--- src/rtl/subcarrier_framer.sv ---
// subcarrier_framer: collects 48 mapped data symbols per frame and drains a
// 64-bin frequency-domain frame (null, pilot and data bins) towards the IFFT
// loader over a valid/ready handshake.
// Optional feature macro: PILOT_EN (pilot bins carry BPSK pilots when defined,
// otherwise they are emitted as zero like null bins).
module subcarrier_framer #(
  parameter int DW = 16
) (
  input  logic                 clk,
  input  logic                 rst,
  input  logic                 in_valid,
  output logic                 in_ready,
  input  logic signed [DW-1:0] in_re,
  input  logic signed [DW-1:0] in_im,
  output logic                 out_valid,
  input  logic                 out_ready,
  output logic signed [DW-1:0] out_re,
  output logic signed [DW-1:0] out_im,
  output logic [5:0]           out_idx,
  output logic                 out_last
);

  typedef enum logic {
    FILL  = 1'b0,
    DRAIN = 1'b1
  } state_t;

  localparam logic [5:0] LAST_DATA = 6'd47;
  localparam logic [5:0] LAST_BIN  = 6'd63;

  state_t            r_state;
  state_t            w_state_nxt;
  logic [5:0]        r_cnt;
  logic [5:0]        r_idx;
  logic [5:0]        r_rd;
  logic              r_in_ready;
  logic              w_wr;
  logic              w_fire;
  logic              w_bin_data;

  logic signed [DW-1:0] r_buf_re [0:47];
  logic signed [DW-1:0] r_buf_im [0:47];

  // Null bins: DC plus the guard band around Nyquist.
  function automatic logic bin_is_null(input logic [5:0] b);
    return (b == 6'd0) || ((b >= 6'd27) && (b <= 6'd37));
  endfunction

  function automatic logic bin_is_pilot(input logic [5:0] b);
    return (b == 6'd7) || (b == 6'd21) || (b == 6'd43) || (b == 6'd57);
  endfunction

  assign in_ready   = r_in_ready;
  assign w_wr       = (r_state == FILL) && in_valid && r_in_ready;
  assign w_fire     = (r_state == DRAIN) && out_ready;
  assign w_bin_data = !bin_is_null(r_idx) && !bin_is_pilot(r_idx);

  // Next-state selection: leave FILL on the 48th symbol, leave DRAIN on bin 63.
  always_comb begin
    w_state_nxt = r_state;
    case (r_state)
      FILL:    if (w_wr && (r_cnt == LAST_DATA)) w_state_nxt = DRAIN;
      DRAIN:   if (w_fire && (r_idx == LAST_BIN)) w_state_nxt = FILL;
      default: w_state_nxt = FILL;
    endcase
  end

  // Control state: FSM, write count, bin index and buffer read pointer.
  always_ff @(posedge clk or posedge rst) begin
    if (rst) begin
      r_state    <= FILL;
      r_cnt      <= '0;
      r_idx      <= '0;
      r_rd       <= '0;
      r_in_ready <= 1'b0;
    end else begin
      r_state    <= w_state_nxt;
      // Ready is registered so it stays low while reset is held and rises
      // on the first edge after release.
      r_in_ready <= (w_state_nxt == FILL);
      if (w_wr) begin
        r_cnt <= (r_cnt == LAST_DATA) ? 6'd0 : r_cnt + 6'd1;
      end
      if (w_fire) begin
        r_idx <= r_idx + 6'd1;
        if (w_bin_data) begin
          r_rd <= (r_rd == LAST_DATA) ? 6'd0 : r_rd + 6'd1;
        end
      end
    end
  end

  // Symbol buffer: data bins are written in ascending order, no reset needed.
  always_ff @(posedge clk) begin
    if (w_wr) begin
      r_buf_re[r_cnt] <= in_re;
      r_buf_im[r_cnt] <= in_im;
    end
  end

  // Output mux: bins are decoded from the registered index, so they hold
  // steady during stalls and collapse to zero whenever the FSM is in FILL.
  always_comb begin
    out_re    = '0;
    out_im    = '0;
    out_valid = (r_state == DRAIN);
    out_idx   = r_idx;
    out_last  = (r_state == DRAIN) && (r_idx == LAST_BIN);
    if (r_state == DRAIN) begin
      if (bin_is_pilot(r_idx)) begin
`ifdef PILOT_EN
        out_re = (r_idx == 6'd57) ? {DW{1'b1}} : DW'(1);
`else
        out_re = '0;
`endif
      end else if (!bin_is_null(r_idx)) begin
        out_re = r_buf_re[r_rd];
        out_im = r_buf_im[r_rd];
      end
    end
  end

endmodule

--- config.mk ---
export PLATFORM = sky130hd
export DESIGN_NAME = subcarrier_framer
export DESIGN_NICKNAME = d
export VERILOG_FILES = /design/src/rtl/subcarrier_framer.sv
export SDC_FILE = /design/constraint.sdc
export NUM_CORES = 1
export LEC_CHECK = 0
export CAP_MARGIN = 10
export CORE_ASPECT_RATIO = 1.25
export CORE_MARGIN = 2
export CORE_UTILIZATION = 25
export DETAILED_ROUTE_END_ITERATION = 7
export PLACE_DENSITY_LB_ADDON = 0.25
export SETUP_SLACK_MARGIN = 0.05
export SLEW_MARGIN = 5
export SYNTH_ARGS = -nofsm -noshare
export SYNTH_HDL_FRONTEND = slang
export SYNTH_SLANG_ARGS = --single-unit
--- constraint.sdc ---
create_clock -name clk -period 5.5 [get_ports clk]
set_input_delay 0.825 -clock clk [delete_from_list [all_inputs] [get_ports clk]]
set_output_delay 0.825 -clock clk [all_outputs]
set_load 0.01 [all_outputs]
==> impl_metrics.toml <==
[outcome]
status = "finished, final reports clean"

[sta]
min_period_ps = 5130
fin_worst_skew_ps = 49.0
rsz0062_at_grt = "false"
setup_tns_ps = 0
max_freq_mhz = 195
tightest_slew_ps = 1150
final_max_slew_viol_count = 0
setup_viol = 0
relSlewSlack = 0.233
fin_crit_sh = 0.932
final_hold_viol_count = 0

[layout]
final_cells = 6618
nFillCells = 23500
drive_gt1_frac = 0.219
mostFrequentLayoutCells = "edfxtp_1, mux2i_1, mux4_2, clkbuf_16, buf_4"
multi_input_area_um2 = 13900
register_area_um2 = 46600
final_common_cell = "edfxtp_1"
syn2layout_area_growth_pct = 17.6
final_nets = 3370

[synthesis]
synth_xor_area_frac = 0.00129
synth-edff-count = 1536
synthSimpleGateAreaFrac = 0.0275
synth_top_area_share = 0.756
synth_cells = 3098
synthFlopType = "edfxtp_1"
muxShareOfSynthArea = 0.148
synth_cell_type_count = 45
synth_seq_cells = 1556
ys_top_cells_by_area = "edfxtp_1, mux4_2, mux2i_1"
synth_compound_area_frac = 0.0429
avgSynthCellArea_um2 = 19.7
async_reset_ff_frac = 0.0129
synthAdderAreaFrac = 0.00103
yosysWarnings = 0
syn_area_um2 = 61000
synth_fp_nets = 3139
seq_area_frac_synth = 0.765
synth_area_leader_cell = "edfxtp_1"
synth_top_family_by_area = "multiplexers"

[grt]
grt_use_total = 0.140
grt_pass1_vias = 31600
grt_pass1_wl_um = 247000
grt.overflow.total = 0
antenna_found_initial = 20
grt_max_degree = 107

[clock_tree]
cts-root-buf = "clkbuf_16"
htreeDepth = 4
path_clk_slew_ps = 70
cts_tree = "done"
clock_latency_ps = 800
cts-buffers-inserted = 163
cts_buffer_depth = 4
clock-sinks = 1556

[setup_path]
critPathKind = "reg2out"
crit_arrival_ps = 4300
critPathRequiredTime_ps = 4680
endpoint_kind = "output pin"
slowest_delay_ps = 810
cp_cell_sequence = "buf_12 > buf_12 > mux4_2 > mux2i_1 > o21ai_0 > o21ai_0 > buf_4 > o211ai_1 > clkdlybuf4s50_1"
critical_path.slowest_cell = "o21ai_0"
ff2ff_setup_slack_ps = 2080
start_kind = "flip-flop"
path_max_fanout = 22

[place]
port_buffers = 76
dp.cells = 6318
place_congestion = 0.760
dp_hpwl_um = 102000

[routing]
drcViolationCount = 0
drt_iter0_drc = 2601
ant_nets = 0
first_pass_iters = 7
wl_per_cell_um = 26.8
via_per_inst = 4.61
wl_um = 177000
vias = 30500

[power_and_ir_drop]
leakagePower_nw = 21.3
max-vdd-ir-drop_mv = 0.290
p_per_area_nw_per_um2 = 421
finalPower_mw = 30.2

[floorplan]
initial_core_util = 0.252
rows = 202
io_pins = 77
die_area_um2 = 248000
die_h_um = 556
core_um2 = 242000
fp.dieW_um = 446

[hold_path]
hp-class = "reg2reg"

[job]
cap_viol_max_count = 0
worst max-delay path, delay by kind of cell (launching register included):
family	cells	cell delay, ps
AO/OA/AOI/OAI	3	1320
buffers and inverters	4	1180
flip-flops	1	540
multiplexers	2	440
repair_timing:
item / CTS / global route
gates resized for setup: 1 / 0
hold buffers: 0 / 0
setup buffers: 5 / 2
pin swaps: 0 / 0
endpoints found under the setup margin: 3 / 3
cells by family (layout without fill, tap and decap cells):
logic type,Yosys count,in the layout
compound gates,424,424
xor+xnor,9,9
fa+ha+maj,5,5
buf+inv,185,531
flops,1556,1556
mux,576,576
other cells,0,12
simple gates,343,343
cells in the mapped netlist, drive strengths merged, types with 6 or more instances:
cell    count
edfxtp   1536
mux2i     309
mux4      261
nand2     115
buf       104
o21ai     103
a21oi      95
clkbuf     74
nand2b     64
a22oi      62
a31oi      61
nor2       60
nor2b      42
nand3      39
a211oi     34
o211ai     32
a21boi     30
dfrtp      20
inv         7
xnor2       7
mux2        6
state kept, by name (all words and copies together), names as in the netlist:
| name | count |
|---|---|
| r_rd | 6 |
| out_valid | 1 |
| out_idx | 6 |
| r_buf_im | 768 |
| r_buf_re | 768 |
| in_ready | 1 |
| r_cnt | 6 |
stage by stage:
step / util / hold WS [ps] / cell area, um2 / worst slack (ps)
2_1_floorplan: - / 549 / 61000 / 1230
3_3_place_gp: 0.275 / 583 / 66500 / 879
3_5_place_dp: 0.275 / 602 / 66500 / 881
4_1_cts: 0.296 / 616 / 71600 / 136
5_1_grt: 0.296 / 584 / 71700 / 194
6_report: 0.296 / 621 / 71700 / 375
power by group:
| part | internal [mW] | switching [mW] | leakage, nW |
|---|---|---|---|
| Clock | 6.15 | 4.57 | 2.46 |
| Combinational | 2.51 | 3.35 | 4.77 |
| Sequential | 13.4 | 0.192 | 14.1 |
| Total | 22.1 | 8.11 | 21.3 |
worst paths after layout:
path	cells after the start	startpoint	to
hold reg to reg	2	r_cnt[0]	r_cnt[0]
hold / removal	2	r_cnt[0]	r_cnt[0]
setup / recovery	9	r_rd[0]	out_re[4]
setup reg to reg	5	out_valid	r_buf_im[17][11]
min in group asynchronous	2	rst	out_idx[3]
max in group asynchronous	2	rst	r_rd[2]
per-layer routing:
layer,routed length [um],global-route usage,vias to the layer above,share of wire
met2,90700,0.247,731,0.51
li1,-,-,13100,-
met5,43,0,-,0.00024
met1,71300,0.173,16300,0.40
met4,7720,0.0590,8,0.044
met3,7630,0.0168,274,0.043
final cells by class:
class	instances	share of cell area
antenna	12	0.000419
clock buffer	196	0.0598
clock inverter	84	0.0106
inverter	7	0.000366
multi-input combinational	1357	0.194
sequential	1556	0.650
tap	3162	0.0552
timing repair buffer	244	0.0297
Power figures use the tool's default switching activity.
